[src/rtl/prod_acc_pkg.sv]
// Shared types and helpers for the product accumulator stage.
// Termination rule lives here so the RTL and any future users agree on it.
package prod_acc_pkg;

    localparam int DEF_PROD_W = 16;
    localparam int DEF_ACC_W  = 24;
    localparam int DEF_LEN_W  = 8;

    typedef enum logic [1:0] {
        IDLE  = 2'd0,
        ACCUM = 2'd1,
        HOLD  = 2'd2
    } state_t;

    // cnt is the beat count including the beat being accepted; cmax forces a close
    function automatic logic is_term(input logic        last,
                                     input int unsigned cnt,
                                     input int unsigned len,
                                     input int unsigned cmax);
        return last || ((len != 0) && (cnt == len)) || (cnt == cmax);
    endfunction

endpackage

[src/rtl/prod_acc_if.sv]
// Stream bundle between the multiplier array, the accumulator and its consumer.
interface prod_acc_if #(
    parameter int PROD_W = 16,
    parameter int ACC_W  = 24,
    parameter int LEN_W  = 8
);
    logic [LEN_W-1:0]  cfg_len;
    logic              in_valid;
    logic              in_ready;
    logic [PROD_W-1:0] in_prod;
    logic              in_last;
    logic              out_valid;
    logic              out_ready;
    logic [ACC_W-1:0]  out_sum;
    logic [LEN_W-1:0]  out_count;
    logic              out_ovf;

    modport slave (
        input  cfg_len, in_valid, in_prod, in_last, out_ready,
        output in_ready, out_valid, out_sum, out_count, out_ovf
    );

    modport master (
        output cfg_len, in_valid, in_prod, in_last, out_ready,
        input  in_ready, out_valid, out_sum, out_count, out_ovf
    );
endinterface

[src/rtl/prod_acc_sat_add.sv]
// Accumulator adder: acc + zero-extended operand, with optional clamp at all-ones.
module sat_add #(
    parameter int ACC_W = 24,
    parameter int OP_W  = 16,
    parameter bit SAT   = 1'b1
) (
    input  logic [ACC_W-1:0] a,
    input  logic [OP_W-1:0]  b,
    output logic [ACC_W-1:0] sum,
    output logic             carry
);
    logic [ACC_W:0] full;

    always_comb begin
        full  = {1'b0, a} + {{(ACC_W + 1 - OP_W){1'b0}}, b};
        carry = full[ACC_W];
        sum   = (SAT && carry) ? {ACC_W{1'b1}} : full[ACC_W-1:0];
    end
endmodule

[src/rtl/prod_accumulator.sv]
// Sums each packet of multiplier products into one wide result with valid/ready on both sides.
//   state | meaning
//   IDLE  | no packet open; next accepted beat starts one
//   ACCUM | packet open, summing beats
//   HOLD  | result presented; a beat accepted with the handoff opens the next packet
module prod_accumulator
    import prod_acc_pkg::*;
#(
    parameter int PROD_W = DEF_PROD_W,
    parameter int ACC_W  = DEF_ACC_W,
    parameter int LEN_W  = DEF_LEN_W,
    parameter bit SAT    = 1'b1
) (
    input  logic        clk,
    input  logic        rst,
    prod_acc_if.slave   bus
);
    localparam int unsigned CNT_MAX = (2 ** LEN_W) - 1;

    state_t             state, state_nxt;
    logic [ACC_W-1:0]   acc, acc_nxt;
    logic [LEN_W-1:0]   cnt, cnt_nxt;
    logic [LEN_W-1:0]   len_q, len_nxt;
    logic               ovf, ovf_nxt;
    logic               rdy_en;

    logic               rdy;
    logic               accept;
    logic               start;
    logic               term;
    logic [ACC_W-1:0]   add_a;
    logic [ACC_W-1:0]   add_sum;
    logic               add_carry;
    logic [LEN_W-1:0]   cnt_inc;
    logic [LEN_W-1:0]   len_eff;

    // rdy_en keeps in_ready low through the reset cycle itself
    always_comb begin
        rdy = 1'b0;
        case (state)
            IDLE:    rdy = rdy_en;
            ACCUM:   rdy = 1'b1;
            HOLD:    rdy = bus.out_ready;
            default: rdy = 1'b0;
        endcase
    end

    assign accept  = bus.in_valid && rdy;
    assign start   = accept && (state != ACCUM);
    assign add_a   = start ? '0 : acc;
    assign cnt_inc = start ? LEN_W'(1) : cnt + LEN_W'(1);
    assign len_eff = start ? bus.cfg_len : len_q;
    assign term    = is_term(bus.in_last, 32'(cnt_inc), 32'(len_eff), CNT_MAX);

    sat_add #(
        .ACC_W (ACC_W),
        .OP_W  (PROD_W),
        .SAT   (SAT)
    ) u_add (
        .a     (add_a),
        .b     (bus.in_prod),
        .sum   (add_sum),
        .carry (add_carry)
    );

    always_comb begin
        state_nxt = state;
        acc_nxt   = acc;
        cnt_nxt   = cnt;
        len_nxt   = len_q;
        ovf_nxt   = ovf;
        if (accept) begin
            acc_nxt   = add_sum;
            cnt_nxt   = cnt_inc;
            len_nxt   = len_eff;
            ovf_nxt   = start ? 1'b0 : (ovf || add_carry);
            state_nxt = term ? HOLD : ACCUM;
        end else if ((state == HOLD) && bus.out_ready) begin
            state_nxt = IDLE;
        end
    end

    always_ff @(posedge clk) begin
        if (rst) begin
            state  <= IDLE;
            acc    <= '0;
            cnt    <= '0;
            len_q  <= '0;
            ovf    <= 1'b0;
            rdy_en <= 1'b0;
        end else begin
            state  <= state_nxt;
            acc    <= acc_nxt;
            cnt    <= cnt_nxt;
            len_q  <= len_nxt;
            ovf    <= ovf_nxt;
            rdy_en <= 1'b1;
        end
    end

    assign bus.in_ready  = rdy;
    assign bus.out_valid = (state == HOLD);
    assign bus.out_sum   = acc;
    assign bus.out_count = cnt;
    assign bus.out_ovf   = ovf;

endmodule

[src/flat_wrapper.sv]
// flat-port wrapper written by rule: the top's interface ports become plain ports
module prod_accumulator_flat import prod_acc_pkg::*;
#(
    parameter int PROD_W = DEF_PROD_W,
    parameter int ACC_W  = DEF_ACC_W,
    parameter int LEN_W  = DEF_LEN_W,
    parameter bit SAT    = 1'b1
)
  (clk, rst, bus_cfg_len, bus_in_valid, bus_in_prod, bus_in_last, bus_out_ready, bus_in_ready, bus_out_valid, bus_out_sum, bus_out_count, bus_out_ovf);
  prod_acc_if #(.PROD_W(PROD_W), .ACC_W(ACC_W), .LEN_W(LEN_W)) bus_i ();
  input  logic clk;
  input  logic rst;
  input wire logic [$bits(bus_i.cfg_len)-1:0] bus_cfg_len;
  input wire logic [$bits(bus_i.in_valid)-1:0] bus_in_valid;
  input wire logic [$bits(bus_i.in_prod)-1:0] bus_in_prod;
  input wire logic [$bits(bus_i.in_last)-1:0] bus_in_last;
  input wire logic [$bits(bus_i.out_ready)-1:0] bus_out_ready;
  output wire logic [$bits(bus_i.in_ready)-1:0] bus_in_ready;
  output wire logic [$bits(bus_i.out_valid)-1:0] bus_out_valid;
  output wire logic [$bits(bus_i.out_sum)-1:0] bus_out_sum;
  output wire logic [$bits(bus_i.out_count)-1:0] bus_out_count;
  output wire logic [$bits(bus_i.out_ovf)-1:0] bus_out_ovf;
  assign bus_i.cfg_len = bus_cfg_len;
  assign bus_i.in_valid = bus_in_valid;
  assign bus_i.in_prod = bus_in_prod;
  assign bus_i.in_last = bus_in_last;
  assign bus_i.out_ready = bus_out_ready;
  assign bus_in_ready = bus_i.in_ready;
  assign bus_out_valid = bus_i.out_valid;
  assign bus_out_sum = bus_i.out_sum;
  assign bus_out_count = bus_i.out_count;
  assign bus_out_ovf = bus_i.out_ovf;
  prod_accumulator #(.PROD_W(PROD_W), .ACC_W(ACC_W), .LEN_W(LEN_W), .SAT(SAT)) u_core (.clk(clk), .rst(rst), .bus(bus_i));
endmodule
[config.mk]
export PLATFORM = sky130hd
export DESIGN_NAME = prod_accumulator_flat
export DESIGN_NICKNAME = d
export VERILOG_FILES = /design/src/rtl/prod_acc_pkg.sv /design/src/rtl/prod_acc_if.sv /design/src/rtl/prod_acc_sat_add.sv /design/src/rtl/prod_accumulator.sv /design/src/flat_wrapper.sv
export SDC_FILE = /design/constraint.sdc
export NUM_CORES = 1
export LEC_CHECK = 0
export CAP_MARGIN = 20
export CORE_MARGIN = 1.5
export CORE_UTILIZATION = 40
export CTS_CLUSTER_DIAMETER = 30
export DETAILED_ROUTE_END_ITERATION = 6
export PLACE_DENSITY_LB_ADDON = 0.08
export SLEW_MARGIN = 20
export SYNTH_ARGS = -nofsm -noshare
export SYNTH_HDL_FRONTEND = slang
export SYNTH_SLANG_ARGS = --single-unit
[constraint.sdc]
create_clock -name clk -period 5.5 [get_ports clk]
set_input_delay 1.65 -clock clk [delete_from_list [all_inputs] [get_ports clk]]
set_output_delay 1.65 -clock clk [all_outputs]
set_load 0.1 [all_outputs]
# ---- Yosys cells after proc, flatten, opt, wreduce, memory -nomap -nowiden
# Index checks and enable logic that the tools add are counted.
dict set report totals {
  register_bits 44
  in_bits 29
  output_inout_bits 35
  elab_cells 33
}
dict set report op_classes {
  add_sub_neg 2
  eq_ne 5
  mux 10
  reduce_logical 10
}
# cell count
set ops {}
lappend ops {{24-bit 2-to-1 mux} 2}
lappend ops {{24-bit by 16-bit adder with 25-bit output} 1}
lappend ops {{8-bit 2-to-1 mux} 2}
lappend ops {{8-bit by 1-bit adder with 8-bit output, second input constant} 1}
lappend ops {{8-bit equality test} 1}
lappend ops {{8-bit equality test, second input constant} 1}
lappend ops {{8-bit nonzero test} 1}
lappend ops {{2-bit 2-to-1 mux} 3}
lappend ops {{1-bit logical AND} 4}
lappend ops {{1-bit logical OR} 3}
lappend ops {{1-bit one-hot mux with 3 select lines} 1}
lappend ops {{2-bit by 1-bit equality test with 1-bit output, second input constant} 1}
lappend ops {{2-bit equality test, second input constant} 1}
lappend ops {{2-bit zero test} 1}
lappend ops {{1-bit 2-to-1 mux} 2}
lappend ops {{2-bit by 1-bit inequality test with 1-bit output, second input constant} 1}
lappend ops {{2-bit nonzero test} 1}

# ---- Logic depth before layout (Yosys ltp)
# Gate-level depths: netlist (run 1).
dict set report logic_depth {
  word_depth 11
  mapped_depth 17
  mapped_depth_nobuf 12
}

# ---- Modules after synthesis
# Synthesis (run 1) repeated with hierarchy kept, for this count alone.
dict set report hier_totals {
  hier_cells 462
  area_unflattened_um2 3345.7
}
# module n_inst cells_per_inst area_per_inst_um2 seq_area_each_um2
set modules_own_cells {}
lappend modules_own_cells {prod_accumulator 1 287 2149.6 880.8}
lappend modules_own_cells {sat_add 1 175 1196.1 0.0}

# ---- Worst setup path after synthesis (run 1)
# Ideal clock, no wire load.
dict set report synth_timing {
  kind {in2reg}
  start {input port bus_out_ready}
  end {register u_core.acc[21] (netlist: u_core.bus.out_sum[21])}
  setup_time_ps 179
  arrival_ps 4590
  required_ps 5321
  slack_ps 732
  path_stages 16
  path_buffers 4
  path_cell_list {mux2i_1 -> or2_1 -> clkbuf_1 -> clkbuf_1 -> clkbuf_1 -> and2_1 -> ha_1 -> fa_1 -> a21oi_1 -> nor2_1 -> o31ai_4 -> a21boi_4 -> and3_1 -> buf_4 -> nor4_2 -> a311oi_1}
}
dict set report synth_between {
  elab_chain_len 6
}
# item line
set synth_rtl {}
lappend synth_rtl {{start: declaration} flat_wrapper.sv:17} ;# input wire logic [$bits(bus_i.out_ready)-1:0] bus_out_ready;
lappend synth_rtl {{1-bit one-hot mux with 3 select lines *} prod_accumulator.sv:40} ;# case (state)
lappend synth_rtl {{1-bit logical AND *} prod_accumulator.sv:48} ;# assign accept = bus.in_valid && rdy;
lappend synth_rtl {{1-bit logical AND} prod_accumulator.sv:49} ;# assign start = accept && (state != ACCUM);
lappend synth_rtl {{24-bit 2-to-1 mux} prod_accumulator.sv:50} ;# assign add_a = start ? '0 : acc;
lappend synth_rtl {{24-bit by 16-bit adder with 25-bit output} prod_acc_sat_add.sv:15} ;# full = {1'b0, a} + {{(ACC_W + 1 - OP_W){1'b0}}, b};
lappend synth_rtl {{24-bit 2-to-1 mux} prod_acc_sat_add.sv:17} ;# sum = (SAT && carry) ? {ACC_W{1'b1}} : full[ACC_W-1:0];
lappend synth_rtl {{end signal: assignment} prod_accumulator.sv:93} ;# acc <= acc_nxt;
lappend synth_rtl {{end: declaration} prod_accumulator.sv:21} ;# logic [ACC_W-1:0] acc, acc_nxt;
# Mark *: on every way between the ends. The rest lies on a longest branch, timed or not.
# A chain may end at the register's enable or synchronous reset.

# ---- Worst setup path in the final report (run 1)
dict set report layout_timing {
  start {input port bus_in_valid}
  end {register u_core.acc[13] (netlist: u_core.bus.out_sum[13])}
}
dict set report layout_between {
  elab_chain_len 5
}
# item line
set layout_rtl {}
lappend layout_rtl {{start: declaration} flat_wrapper.sv:14} ;# input wire logic [$bits(bus_i.in_valid)-1:0] bus_in_valid;
lappend layout_rtl {{1-bit logical AND *} prod_accumulator.sv:48}
lappend layout_rtl {{1-bit logical AND} prod_accumulator.sv:49}
lappend layout_rtl {{24-bit 2-to-1 mux} prod_accumulator.sv:50}
lappend layout_rtl {{24-bit by 16-bit adder with 25-bit output} prod_acc_sat_add.sv:15}
lappend layout_rtl {{24-bit 2-to-1 mux} prod_acc_sat_add.sv:17}
# Marked as above.

==> results of run 1 <==
[layout by cell type, fill, tap and decap left out, types with 3 or more instances in the layout]
cell type / synthesis / layout
a211oi_1: 4 / 4
a21o_1: 5 / 5
a21oi_1: 43 / 43
a31oi_1: 4 / 4
and2_1: 19 / 19
and3_1: 5 / 5
buf_4: 1 / 9
clkbuf_8: 0 / 6
clkdlybuf4s50_1: 0 / 62
dfxtp_1: 44 / 44
ha_1: 17 / 17
inv_1: 6 / 6
nand2_1: 36 / 36
nand3_1: 8 / 8
nor2_1: 29 / 29
nor2b_1: 6 / 6
nor3_1: 19 / 19
nor3b_1: 3 / 3
o211ai_1: 5 / 5
o21a_1: 5 / 5
o21ai_0: 34 / 34
o21ai_1: 3 / 3
or3_1: 5 / 5
xnor2_1: 12 / 12
xor2_1: 9 / 9
[worst paths after layout]
kind / from / end / depth (start not counted)
setup reg to reg: u_core.state[0] / u_core.bus.out_sum[13] / 12
hold / removal: u_core.len_q[0] / u_core.len_q[0] / 2
setup / recovery: bus_in_valid / u_core.bus.out_sum[13] / 13
hold reg to reg: u_core.len_q[0] / u_core.len_q[0] / 2
[per-layer routing]
| metal | global-route usage, % | vias up |
|---|---|---|
| li1 | - | 1558 |
| met3 | 3.367 | 4 |
| met2 | 33.77 | 55 |
| met1 | 25.98 | 1468 |
| met5 | 0 | - |
| met4 | 6.250 | 0 |
[worst min-delay path, stage by stage (launching register included)]
cell and delay [ns]:
dfxtp_1 0.34, nand2_1 0.06, a21oi_1 0.05
[sequential cells by signal, summed over array words and instances, names as in the netlist]
signal / flops
u_core.bus.out_count: 8
u_core.len_q: 8
u_core.bus.out_ovf: 1
u_core.rdy_en: 1
u_core.state: 2
u_core.bus.out_sum: 24
[kinds of logic (layout without fill, tap and decap cells)]
kind of cell	Yosys count	after routing	share of synthesized area, %
mux	2	2	0.6481
flops	44	44	28.51
compound gates	132	132	27.50
fa+ha+maj	18	18	7.533
simple gates	149	149	24.95
buf+inv	29	85	4.131
xor+xnor	22	22	6.723
[per-stage QoR]
| stage | instances | setup WS (ns) | cell area [sq um] |
|---|---|---|---|
| floorplan | 396 | 0.7317 | 3089 |
| global placement | 543 | 0.4084 | 3796 |
| detailed placement | 543 | 0.2828 | 3796 |
| CTS | 551 | 0.6177 | 3918 |
| global route | 551 | 0.4032 | 3918 |
| finish | 551 | 0.6307 | 3918 |
[where the power goes]
part / internal, W / total [W] / switching (W)
sequential: 0.000337 / 0.000354 / 0.0000175
clock: 0.000149 / 0.000264 / 0.000115
combinational: 0.000127 / 0.000366 / 0.000239
total: 0.000612 / 0.000984 / 0.000372
[final cells by class]
class / instances / area [sq um]
Multi-Input combinational cell: 323 / 2081
Tap cell: 99 / 123.9
Inverter: 6 / 22.52
Clock inverter: 2 / 38.79
Timing Repair Buffer: 71 / 688.2
Sequential cell: 44 / 880.8
Clock buffer: 6 / 82.58
Fill cell: 712 / 3452
==> impl_metrics.json, run 1 <==
{
  "drv_slew": 0,
  "outcome": "finished, final reports clean",
  "synthToLayoutAreaGrowth_pct": 26.81,
  "max_freq_ghz": 0.2054,
  "clock_latency_ns": 0.30,
  "min_period_ns": 4.869,
  "setup_viol_count_final": 0,
  "grt_overflow": 0,
  "grt_pass1_wl_um": 13660,
  "r2r_setup_slack_ns": 2.04,
  "yosysWarnings": 0,
  "hold_viol": 0,
  "wl_met1_um": 3829,
  "worst_ep_required_time_ns": 5.67,
  "clock_sinks": 44,
  "post-route-drc-count": 0,
  "holdWs_ns": 0.4930,
  "grt_max_degree": 29,
  "hold_buffers": 0,
  "drive_gt1_share_pct": 6.416,
  "gp_congestion": 0.8603,
  "dr_wl_met3_um": 252,
  "cts_buffer_depth": 2,
  "ys_seq_area_share_pct": 28.51,
  "vias": 3085,
  "routed_via_density": 5.599,
  "ys_seq_elements": 44,
  "min_path_type": "flip-flop to flip-flop",
  "synth_flop_cell": "dfxtp_1",
  "fin_nets": 498,
  "power_density_nw_per_um2": 251.3,
  "cts_tree": "yes",
  "synth_cell_types": 66,
  "coreArea_sq_um": 7370,
  "cts_buffers": 5,
  "n_antenna_cell": 0,
  "skew_ns": 0.008445,
  "htreeDepth": 2,
  "maxCapViolations": 0,
  "die-area_sq_um": 8259,
  "slew_headroom_pct": 34.11,
  "final_util_pct": 53.16,
  "critical-path-top-delay-family": "simple AND/OR/NAND/NOR gates",
  "portBuffers": 63,
  "synthCells": 396,
  "routed-wl-met2_um": 3940,
  "syn_area_per_cell_sq_um": 7.801,
  "async_flop_share_pct": 0,
  "drt_first_pass_iters": 4,
  "p_leak_nw": 1.488,
  "crit_slowest_cell": "clkdlybuf4s50_1",
  "yosys-top-cells-count": "dfxtp_1, a21oi_1, nand2_1",
  "cts_resized": 0,
  "die_h_um": 90.88,
  "grt_pass1_vias": 2939,
  "hpwl_um": 6079,
  "fin_crit_sh_pct": 88.53,
  "start_util_pct": 41.92,
  "drt-total-wl_um": 8082,
  "track_usage_pct": 20.05,
  "chipWidth_um": 90.88,
  "crit_buf_inv": 1,
  "path_cells": "clkdlybuf4s50_1 > nand2b_1 > or2_1 > and2_1 > ha_1 > fa_1 > a21oi_1 > nor2_1 > o31ai_4 > a21boi_4 > and3_1 > nor2_2 > a21oi_1",
  "synth_edf_count": 0,
  "drtIter0Drc": 133,
  "rows": 31,
  "wl_per_cell_um": 14.67,
  "synth_top_area_cell": "dfxtp_1",
  "cp.arrival_ns": 5.04,
  "syn-cell-area_sq_um": 3089,
  "endpoint_kind": "flip-flop",
  "root_buffer": "clkbuf_8",
  "antenna_left": 0,
  "synth_area_leaders": "dfxtp_1, a21oi_1, ha_1",
  "clk_pin_slew_ns": 0.09,
  "pin_count": 64,
  "syn-num-nets": 443,
  "rsz0062_at_grt": "false",
  "path_class": "input pin to flip-flop",
  "antenna_found_initial": 0,
  "peakVddDrop_v": 0.0001050,
  "worst_slew_pin_slew_ns": 0.9853,
  "path_common_cell": "a21oi_1",
  "post-synth-top-count-cell": "dfxtp_1",
  "startpoint_type": "input pin",
  "fin_tns_setup_ns": 0,
  "cp_max_fo": 9,
  "synth_top_area_share_pct": 28.51,
  "slowest_delay_ns": 0.52,
  "top_layer_used": "met4",
  "cts_setup_buffers": 0,
  "power_w": 0.0009844
}
(Power assumes the default switching activity.)
==> inputs of run 2 (changes only) <==
- CORE_MARGIN: 1.5 -> unset
==> run 2 against run 1 <==
  * Die area shrank 2.2%
  * Utilization did not move
  * First-iteration DRC count up 13%
  * Cell count did not move
  * Final area did not move
  * Critical path depth grew 1
  * Global-route usage rose by 0.37 points
  * Non-clock buffer count unchanged
  * Sequential share of layout area stayed put
  * Critical path type unchanged
  * Critical endpoint is now u_core.bus.out_sum[4]
  * Largest cell class unchanged
  * Highest routed layer unchanged
==> impl_metrics.json, run 2 (same netlist as run 1, synthesis figures left out) <==
{
  "drive_gt1_share_pct": 6.416,
  "n_fill_cell": 705,
  "slew_headroom_pct": 34.54,
  "maxCapViolations": 0,
  "vias": 3041,
  "cp.arrival_ns": 5.07,
  "path_class": "input pin to flip-flop",
  "synthToLayoutAreaGrowth_pct": 26.81,
  "drtIter0Drc": 150,
  "post-route-drc-count": 0,
  "hold_viol": 0,
  "r2r_cells": 13,
  "min_path_type": "flip-flop to flip-flop",
  "startpoint": "bus_in_valid",
  "endpoint_kind": "flip-flop",
  "r2r_setup_slack_ns": 2.03,
  "dpl_cell_area_sq_um": 3796,
  "cts_buffer_depth": 2,
  "clk_pin_slew_ns": 0.09,
  "holdPathStages": 2,
  "max_freq_ghz": 0.2048,
  "start_util_pct": 41.92,
  "setup_viol_count_final": 0,
  "chipWidth_um": 89.88,
  "p_leak_nw": 1.488,
  "grt_pass1_wl_um": 13800,
  "setup_ws_ns": 0.6162,
  "coreArea_sq_um": 7370,
  "grt_pass1_vias": 2878,
  "htreeDepth": 2,
  "wl_per_cell_um": 14.71,
  "drt_first_pass_iters": 5,
  "min_period_ns": 4.884,
  "fin_crit_sh_pct": 88.80,
  "drv_slew": 0,
  "dp_cells": 543,
  "fin_cells": 551,
  "skew_ns": 0.008747,
  "rsz0062_at_grt": "false",
  "hpwl_um": 6041,
  "cts_resized": 0,
  "cp_max_fo": 9,
  "layout_commonest_cell": "clkdlybuf4s50_1",
  "track_usage_pct": 20.42,
  "antenna_left": 0,
  "holdCritStartpoint": "u_core.len_q[0]",
  "clock_latency_ns": 0.30,
  "drt-total-wl_um": 8106,
  "cts_buffers": 5,
  "fin_area_sq_um": 3918,
  "dpl_worst_slack_ns": 0.2948,
  "outcome": "finished, final reports clean",
  "min_to": "u_core.len_q[0]",
  "pin_count": 64,
  "grt_max_degree": 28,
  "routed_via_density": 5.519,
  "largest_reg_flops": 24,
  "final_util_pct": 53.16,
  "gp_congestion": 0.8565,
  "die_h_um": 89.88,
  "hold_buffers": 0,
  "clock_sinks": 44,
  "worst_r2r_endpoint": "u_core.bus.out_sum[4]",
  "antenna_found_initial": 0,
  "power_density_nw_per_um2": 252.0,
  "fin_nets": 498,
  "n_antenna_cell": 0,
  "die-area_sq_um": 8078,
  "grt_overflow": 0,
  "fin_tns_setup_ns": 0,
  "seqCellArea_sq_um": 880.8,
  "final_cell_mix": "clkdlybuf4s50_1, dfxtp_1, a21oi_1",
  "portBuffers": 63,
  "worst_ep_required_time_ns": 5.69,
  "root_buffer": "clkbuf_8",
  "startpoint_type": "input pin",
  "multi_input_area_sq_um": 2081,
  "cts_tree": "yes",
  "rows": 31,
  "cts_setup_buffers": 0,
  "peakVddDrop_v": 0.0001271,
  "worst_slew_pin_slew_ns": 0.9788,
  "timing.rr.start": "u_core.state[0]"
}
==> run 2: cell counts in the layout (fill, tap and decap cells not counted) <==
Identical to the previous run, type by type.
==> run 2: worst max-delay path by stage <==
stage / slack (ns) / endpoint
after floorplan: 0.73 / u_core.bus.out_sum[21]
final: 0.62 / u_core.bus.out_sum[4]
after detailed placement: 0.29 / u_core.bus.out_sum[3]
after global placement: 0.40 / u_core.bus.out_sum[16]
after CTS: 0.59 / u_core.bus.out_sum[3]
after global routing: 0.35 / u_core.bus.out_sum[5]
==> run 2: metrics by stage <==
step	hold slack (ns)	total power [W]
after floorplan	0.4608	0.0006323
after global placement	0.4750	0.0007274
after detailed placement	0.4800	0.0007263
after CTS	0.5000	0.0009932
after global routing	0.5171	0.001037
final	0.5007	0.0009871
==> run 2: worst max-delay path, stage by stage <==
cell	delay, ns
clkdlybuf4s50_1	0.52
nand2b_1	0.14
or2_1	0.34
and2_1	0.19
ha_1	0.22
fa_1	0.41
a21oi_1	0.21
nor2_1	0.12
o31ai_4	0.34
a21boi_4	0.14
and3_1	0.30
buf_4	0.23
nor3_1	0.19
nor2_1	0.07
==> run 2: power by group <==
group | switching, W | leakage, nW | internal, W
Combinational | 0.000239 | 1.07 | 0.000127
Sequential | 0.0000175 | 0.360 | 0.000337
Clock | 0.000118 | 0.0614 | 0.000149
==> run 2: layer usage <==
layer	global-route usage, %	share of wire, %
met5	0	0
met4	5.511	1.5
met3	2.284	3.9
met2	34.68	48
met1	27.41	47
==> run 2: layout make-up <==
| cell class | count | area share [%] |
|---|---|---|
| clock buffer | 6 | 2.108 |
| clock inverter | 2 | 0.9901 |
| inverter | 6 | 0.5749 |
| multi-input combinational | 323 | 53.11 |
| sequential | 44 | 22.48 |
| tap | 99 | 3.162 |
| timing repair buffer | 71 | 17.57 |
